==> src/rtl/tt_display_pkg.sv <==
// Shared display constants and helpers for the seconds scanner and the
// seven-segment decoder stage.
//   BCD_W          : width of one BCD digit
//   DIGIT_ONES/TENS: digit_sel encodings
//   SEC_TENS_MAX   : largest legal tens digit of a seconds count
//   BCD_MAX        : largest legal BCD digit
//   sec_bcd_inc()  : next seconds value plus a wrap flag
package tt_display_pkg;

  localparam int         BCD_W        = 4;
  localparam logic       DIGIT_ONES   = 1'b0;
  localparam logic       DIGIT_TENS   = 1'b1;
  localparam logic [3:0] SEC_TENS_MAX = 4'd5;
  localparam logic [3:0] BCD_MAX      = 4'd9;

  // Returns {wrapped, next_bcd}. Only a legal 59 asserts wrapped. An illegal
  // digit (tens above 5 or ones above 9) restarts the count at 00 silently.
  function automatic logic [8:0] sec_bcd_inc(input logic [7:0] cur);
    logic [3:0] tens;
    logic [3:0] ones;
    logic [8:0] res;
    tens = cur[7:4];
    ones = cur[3:0];
    if ((tens > SEC_TENS_MAX) || (ones > BCD_MAX)) begin
      res = 9'h000;
    end else if ((tens == SEC_TENS_MAX) && (ones == BCD_MAX)) begin
      res = 9'h100;
    end else if (ones == BCD_MAX) begin
      res = {1'b0, tens + 4'd1, 4'd0};
    end else begin
      res = {1'b0, tens, ones + 4'd1};
    end
    return res;
  endfunction

endpackage

==> src/rtl/seconds_bcd_scanner_mod_n_counter.sv <==
// Modulo-N counter with enable and synchronous clear.
//   clk   : clock
//   rst   : asynchronous active-high reset
//   en    : advance the count
//   clr   : synchronous clear to 0, overrides en
//   count : current count, 0..N-1
//   wrap  : combinational, high when the next enabled edge returns count to 0
module mod_n_counter #(
  parameter int N = 4
) (
  input  logic                                clk,
  input  logic                                rst,
  input  logic                                en,
  input  logic                                clr,
  output logic [((N > 1) ? $clog2(N) : 1)-1:0] count,
  output logic                                wrap
);
  import tt_display_pkg::*;

  localparam int         W    = (N > 1) ? $clog2(N) : 1;
  localparam logic [W-1:0] LAST = W'(N - 1);

  logic [W-1:0] count_q;
  logic [W-1:0] count_d;

  // Terminal count while enabled; clr does not mask it, the owner decides.
  assign wrap  = en && (count_q == LAST);
  assign count = count_q;

  // Next-count selection: clear, wrap, increment or hold.
  always_comb begin
    count_d = count_q;
    if (clr) begin
      count_d = {W{1'b0}};
    end else if (wrap) begin
      count_d = {W{1'b0}};
    end else if (en) begin
      count_d = count_q + {{(W-1){1'b0}}, 1'b1};
    end else begin
      count_d = count_q;
    end
  end

  // Count register.
  always_ff @(posedge clk or posedge rst) begin
    if (rst) begin
      count_q <= {W{1'b0}};
    end else begin
      count_q <= count_d;
    end
  end

endmodule

==> src/rtl/seconds_bcd_scanner.sv <==
// Seconds counter with two-digit BCD scan output.
//   clk         : system clock
//   rst         : asynchronous active-high reset
//   run         : 1 = prescaler advances, 0 = prescaler and count hold
//   clear       : synchronous clear of count and prescaler, beats run
//   tick        : one-cycle pulse per elapsed second (registered)
//   rollover    : one-cycle pulse when the count wraps 59 -> 00 (registered)
//   seconds_bcd : {tens, ones} (registered)
//   digit_sel   : 0 = ones shown, 1 = tens shown (registered)
//   digit_bcd   : selected digit, combinational from registered state
module seconds_bcd_scanner #(
  parameter int MAX_COUNT = 16_000_000,
  parameter int MUX_COUNT = 1000
) (
  input  logic       clk,
  input  logic       rst,
  input  logic       run,
  input  logic       clear,
  output logic       tick,
  output logic       rollover,
  output logic [7:0] seconds_bcd,
  output logic       digit_sel,
  output logic [3:0] digit_bcd
);
  import tt_display_pkg::*;

  localparam int PRE_W = $clog2(MAX_COUNT);
  localparam int MUX_W = (MUX_COUNT > 1) ? $clog2(MUX_COUNT) : 1;

  logic [PRE_W-1:0] pre_count_unused;
  logic [MUX_W-1:0] mux_count_unused;
  logic             pre_wrap;
  logic             mux_wrap;

  logic       tick_q, tick_d;
  logic       rollover_q, rollover_d;
  logic [7:0] seconds_q, seconds_d;
  logic       digit_sel_q, digit_sel_d;
  logic [8:0] inc_s;

  mod_n_counter #(.N(MAX_COUNT)) u_prescaler (
    .clk   (clk),
    .rst   (rst),
    .en    (run),
    .clr   (clear),
    .count (pre_count_unused),
    .wrap  (pre_wrap)
  );

  // The scan counter is never gated, so the display keeps refreshing
  // while the count is paused or cleared.
  mod_n_counter #(.N(MUX_COUNT)) u_scan (
    .clk   (clk),
    .rst   (rst),
    .en    (1'b1),
    .clr   (1'b0),
    .count (mux_count_unused),
    .wrap  (mux_wrap)
  );

  assign inc_s = sec_bcd_inc(seconds_q);

  // Seconds, tick and rollover next state; clear wins over a coincident tick.
  always_comb begin
    tick_d     = 1'b0;
    rollover_d = 1'b0;
    seconds_d  = seconds_q;
    if (clear) begin
      seconds_d = 8'h00;
    end else if (pre_wrap) begin
      tick_d     = 1'b1;
      rollover_d = inc_s[8];
      seconds_d  = inc_s[7:0];
    end else begin
      seconds_d = seconds_q;
    end
  end

  // Digit select flips each time the scan counter wraps.
  always_comb begin
    digit_sel_d = digit_sel_q;
    if (mux_wrap) begin
      digit_sel_d = ~digit_sel_q;
    end else begin
      digit_sel_d = digit_sel_q;
    end
  end

  // Output and count registers.
  always_ff @(posedge clk or posedge rst) begin
    if (rst) begin
      tick_q      <= 1'b0;
      rollover_q  <= 1'b0;
      seconds_q   <= 8'h00;
      digit_sel_q <= DIGIT_ONES;
    end else begin
      tick_q      <= tick_d;
      rollover_q  <= rollover_d;
      seconds_q   <= seconds_d;
      digit_sel_q <= digit_sel_d;
    end
  end

  assign tick        = tick_q;
  assign rollover    = rollover_q;
  assign seconds_bcd = seconds_q;
  assign digit_sel   = digit_sel_q;
  // Zero-latency select so the decoder sees a new count on the cycle it lands.
  assign digit_bcd   = (digit_sel_q == DIGIT_TENS) ? seconds_q[7:4] : seconds_q[3:0];

endmodule

==> config.mk <==
export PLATFORM = sky130hd
export DESIGN_NAME = seconds_bcd_scanner
export DESIGN_NICKNAME = d
export VERILOG_FILES = /design/src/rtl/tt_display_pkg.sv /design/src/rtl/seconds_bcd_scanner_mod_n_counter.sv /design/src/rtl/seconds_bcd_scanner.sv
export SDC_FILE = /design/constraint.sdc
export NUM_CORES = 1
export LEC_CHECK = 0
export ABC_AREA = 1
export BUFFER_PORTS_ARGS = -buffer_cell sky130_fd_sc_hd__buf_2
export CORE_MARGIN = 2
export CORE_UTILIZATION = 52
export DETAILED_ROUTE_END_ITERATION = 6
export PLACE_DENSITY = 0.7
export SLEW_MARGIN = 40
export SYNTH_ARGS = -nofsm -noshare
export SYNTH_HDL_FRONTEND = slang
export SYNTH_HIERARCHICAL = 1
export SYNTH_SLANG_ARGS = --single-unit
==> constraint.sdc <==
create_clock -name clk -period 2.4 [get_ports clk]
set_clock_uncertainty 0.2 [all_clocks]
set_input_delay 0 -clock clk [delete_from_list [all_inputs] [get_ports clk]]
set_output_delay 0 -clock clk [all_outputs]
set_load 0.05 [all_outputs]
[Yosys cells after proc, flatten, opt, wreduce, memory -nomap -nowiden]
Cells that the tools add are included.
Word-level totals
  flip-flop bits (word level): 45
  input port bits: 4
  output and inout port bits: 15
  logic and storage cells: 39
Operators by class
  add/subtract/negate cells: 4
  $lt $le $gt $ge: 2
  equality and inequality tests: 4
  muxes and demuxes: 14
  bitwise gates (word level): 1
  reduce and logical (&&, ||, !) cells: 7
Operator list (count)
  24-bit two-way mux: 3
  24-bit by 1-bit adder with 24-bit output (second input constant): 1
  24-bit equality test (second input constant): 1
  8-bit two-way mux: 3
  9-bit two-way mux: 2
  10-bit by 1-bit adder with 10-bit output (second input constant): 1
  10-bit equality test (second input constant): 1
  10-bit two-way mux: 1
  4-bit by 1-bit adder with 4-bit output (second input constant): 2
  4-bit by 3-bit equality test with 1-bit output (second input constant): 1
  4-bit equality test (second input constant): 1
  4-bit by 3-bit greater-than comparator with 1-bit output (second input constant): 1
  4-bit greater-than comparator (second input constant): 1
  1-bit two-way mux: 4
  4-bit two-way mux: 1
  4-bit nonzero test: 1
  3-bit nonzero test: 1
  1-bit logical AND: 2
  2-bit AND reduction: 1
  2-bit nonzero test: 1
  1-bit logical OR: 1
  1-bit NOT: 1

[Longest topological paths before layout]
  word-level depth: 6
  depth in mapped cells: 12

[Cells and area by module]
The synthesis kept the hierarchy.
By module, submodules not included
  mod_n_counter at u_prescaler: times used 1, cells an instance 211, area an instance 1531.5 µm²
  seconds_bcd_scanner: times used 1, cells an instance 91, area an instance 708.2 µm²
  mod_n_counter at u_scan: times used 1, cells an instance 77, area an instance 608.1 µm²

[Least setup slack after synthesis]
OpenSTA, ideal clock, no wires.
  path type: flip-flop to output port
  from: reg seconds_q[2], in the netlist seconds_bcd[2]
  to: out digit_bcd[2]
  arrival: 1.979 ns
  data required time: 2.200 ns
  slack: 0.221 ns
  stages on the path, launching flop included: 3
  cell sequence: dfrtp_1 inv_1 o21ai_0
Between the ends
  longest elaborated chain between the ends: 1
RTL lines
  start, declared: line seconds_bcd_scanner.sv:37  | logic [7:0] seconds_q, seconds_d;
  start signal, assigned: line seconds_bcd_scanner.sv:99  | seconds_q <= seconds_d;
  4-bit two-way mux: line seconds_bcd_scanner.sv:109  | assign digit_bcd = (digit_sel_q == DIGIT_TENS) ? seconds_q[7:4] : seconds_q[3:0];
  end, declared: line seconds_bcd_scanner.sv:23  | output logic [3:0] digit_bcd
Every way passes these cells.

[Worst setup path after layout]
  from: reg u_prescaler.count_q[0], in the netlist u_prescaler/count[0]
  to: reg seconds_q[2], in the netlist seconds_bcd[2]
Between the ends
  longest elaborated chain between the ends: 3
RTL lines
  start, declared: line seconds_bcd_scanner_mod_n_counter.sv:23  | logic [W-1:0] count_q;
  start signal, assigned: line seconds_bcd_scanner_mod_n_counter.sv:47  | count_q <= {W{1'b0}};
  start signal, assigned: line seconds_bcd_scanner_mod_n_counter.sv:49  | count_q <= count_d;
  24-bit equality test: line seconds_bcd_scanner_mod_n_counter.sv:27  | assign wrap = en && (count_q == LAST);
  1-bit logical AND: line seconds_bcd_scanner_mod_n_counter.sv:27
  named net pre_wrap: line seconds_bcd_scanner.sv:32  | logic pre_wrap;
  2-bit nonzero test (no line)
The timed path passes the listed nets, and every way through them passes these cells.
A chain may end at the register's enable or synchronous reset.

==> results.md <==
* Number of I/O pins at 19
* Global route total overflow at 0
* Die X-Extent at 78 µm
* Post-route clock period utilization at 89.9%
* Setup_tns at 0 ns
* Critical path's largest stage delay at 0.39 ns
* Clk sink count at 45
* FFs w/ async S/R, synth at 100%
* Largest family of logic cells by synthesized area: simple AND/OR/NAND/NOR gates
* Hold Slack at 0.0484 ns
* F_max at 463 MHz
* Drt pass-1 iters at 4
* Layout cells sized above 1 at 18.0%
* Drt via density at 5.06
* Synth Area in Adders at 2.20%
* Vias in the first global route at 2342
* Commonest non-fill, non-tap cells in the layout: nand2_1, nor2_1, dfrtp_1, inv_1, nand3_1
* Crit path max fanout at 5
* Area of the multi-input gates at 1560 µm²
* Comb power frac at 5.4%
* CP cell instances: ha_1 -> nand2_1 -> nor2_4 -> nand2_4 -> nor3_2 -> nor2_2 -> nor2_1 -> nand2_1 -> nor2_1 -> and3b_1
* Post-Synth Simple-Gate Area at 41.9%
* Slew Viols, Final at 0
* Final Setup Violations at 0
* TritonCTS clock tree: done
* Dpl hpwl at 4390 µm
* RR Startpoint: u_prescaler/count[0]$_DFFE_PP0P_
* 1st-iter DRT viols at 222
* Post-route DRC at 0
* TritonCTS Buffers at 5
* Sequential Area at 1130 µm²
* P&R area growth vs syn at 11.2%
* Reg2Reg Setup Slack at 0.24 ns
* PD cells at 443 nW/µm²
* Delay-heaviest family, CP: simple AND/OR/NAND/NOR gates
* Largest net degree at the start of global routing at 25
* Final ANT Viol Nets at 0
* RSZ-0062 raised after global routing: false
* Root buf cell: clkbuf_8
* Number of synthesized flops with an enable pin at 0
* DRT Wirelength at 5920 µm
* Crit end category: register
* Core Box Area at 5200 µm²
* Seq/Total Area, Yosys at 39.5%
* # diodes at 0
* Gr usage total at 21.3%
* Xor and xnor area share after synthesis at 4.92%
* FP Rows at 26
* LEAKAGE at 0.00147 µW
* Switching part of the total at 22.7%
* Yosys reg bits at 45
* Status: complete, no violations
* Crit path required time at 2.40 ns
* Die height at 78 µm
* Antenna violations before repair at 0
* Syn Std Cell Area at 2850 µm²
* Worst Path Buf+Inv at 0
* CP Launch Type: register
* Max-Cap Viols at 0
* Dominant synthesized flop cell: dfrtp_1
* Longest Clk Path Bufs at 2
* Worst path depth at 10
* Net Sw Power at 318 µW
* Worst path slowest cell: dfrtp_1
* Cell variety after synth at 34
* Final Hold Viols at 0
* Routed WL per cell at 12.3 µm
* Ys Warns at 6
* Die ar. at 6080 µm²
* Clock share of power at 39.9%
* Worst Setup SP: u_prescaler/count[0]$_DFFE_PP0P_
* Fillers at 501
* Htree depth at 2
* Initial Util at 54.7%
* IO buf count at 18
* Worst-path clk slew at 0.09 ns
* Avg Inst Size Synth at 7.51 µm²
* Min-Delay Path Class: primary input to async pin
* Critical path class: register to register
* VDD IR max at 324 µV
* Via count at 2435
* RR Endpoint: seconds_bcd[2]$_DFFE_PP0P_
* Global-route wire length before repair at 10400 µm
* Final net count at 420
* Arrival time worst endpoint at 2.16 ns
* Min cycle time layout at 2.16 ns
* Post-Syn Instances at 379
* Register-to-Register Path Depth at 10
* Reg power frac at 54.8%
* Fraction of synthesized area in multiplexers at 0%
* Synth Area in Compound Gates at 4.39%
* CP endpoint: seconds_bcd[2]$_DFFE_PP0P_
* Skew-Pair Late Insertion Delay at 0.30 ns
* Routability Congestion at 0.920
* Most common cell after layout, fill and taps aside: nand2_1
* Cell Int Power at 1090 µW
-- worst min path at each step --
stage | to | slack (ns)
floorplan | u_scan/count[0]$_DFFE_PP0P_ | -0.36
global placement | u_scan/count[8]$_DFFE_PP0P_ | -0.18
detailed placement | u_scan/count[6]$_DFFE_PP0P_ | -0.18
CTS | u_scan/count[0]$_DFFE_PP0P_ | 0.04
global route | u_scan/count[6]$_DFFE_PP0P_ | 0.09
finish | u_scan/count[1]$_DFFE_PP0P_ | 0.05
-- logic make-up after synthesis --
kind of cell / count (synthesis)
buf+inv: 47
xor+xnor: 16
fa+ha+maj: 5
compound gates: 22
other cells: 2
simple gates: 242
flops: 45
-- power groups by stage --
| stage | clock network [µW] | registers [µW] | logic [µW] |
|---|---|---|---|
| 3_5_place_dp | 0 | 783 | 72.2 |
| 5_1_grt | 609 | 770 | 86.6 |
| 2_1_floorplan | 0 | 782 | 53.1 |
| 6_report | 560 | 769 | 75.2 |
| 3_3_place_gp | 0 | 783 | 70.6 |
| 4_1_cts | 582 | 769 | 76.0 |
-- worst register-to-register path, cell delays in order, from the launching register on --
cell     delay (ns)
dfrtp_1        0.39
ha_1           0.18
nand2_1        0.10
nor2_4         0.15
nand2_4        0.11
nor3_2         0.26
nor2_2         0.09
nor2_1         0.13
nand2_1        0.11
nor2_1         0.14
and3b_1        0.19
-- flip-flops by register name, summed over array words and instances, names as in the netlist --
name,cells
digit_sel,1
seconds_bcd,8
tick,1
rollover,1
u_prescaler/count,24
u_scan/count,10
-- per-stage QoR --
stage | util (%) | cells | instance area (µm²) | setup WS, ns | power, µW
finish | 60.8 | 481 | 3170 | 0.242 | 1400
global route | 60.8 | 481 | 3170 | 0.00863 | 1460
CTS | 60.7 | 481 | 3160 | 0.150 | 1430
detailed placement | 58.2 | 471 | 3030 | 0.172 | 855
global placement | 58.2 | 471 | 3030 | 0.273 | 854
floorplan | - | 386 | 2870 | 0.221 | 835
-- what timing repair did --
action / 4_1_cts / 5_1_grt
endpoints found under the hold margin: 56 / 0
setup buffers: 0 / 0
gates resized for setup: 0 / 1
hold buffers: 3 / 0
endpoints found under the setup margin: 0 / 5
-- layer usage --
layer | vias up | track usage [%] | part of all wire [%] | wire length [µm]
met3 | 7 | 3.60 | 3.5 | 207
met2 | 50 | 35.8 | 48 | 2860
met5 | - | 0 | 0 | 0
met4 | 0 | 7.19 | 1.0 | 62
met1 | 1122 | 27.8 | 47 | 2790
li1 | 1256 | - | - | -
-- area by class of cell --
class / count / share of cell area (%)
Sequential cell: 45 / 35.6
Multi-Input combinational cell: 294 / 49.3
Timing Repair Buffer: 22 / 4.03
Inverter: 43 / 5.10
Tap cell: 70 / 2.77
Clock inverter: 2 / 1.11
Clock buffer: 5 / 2.17
-- Yosys cell counts, types with 4 or more instances --
cell      n  area [µm²]
nand3_1  26         130
o21ai_0  10        50.1
a21oi_1   6        30.0
inv_2     6        22.5
nor2_1   60         225
nor2_2   11        68.8
dfrtp_1  45        1130
nand2_4   4        45.0
nor2_4    9         101
xor2_1    9        78.8
nand4_1   9        56.3
ha_1      5        62.6
nand2_2   7        43.8
nor3_1   10        50.1
nand2_1  93         349
inv_1    37         139
nand3_2   4        40.0
xnor2_1   7        61.3
Power figures use the tool's default switching activity.
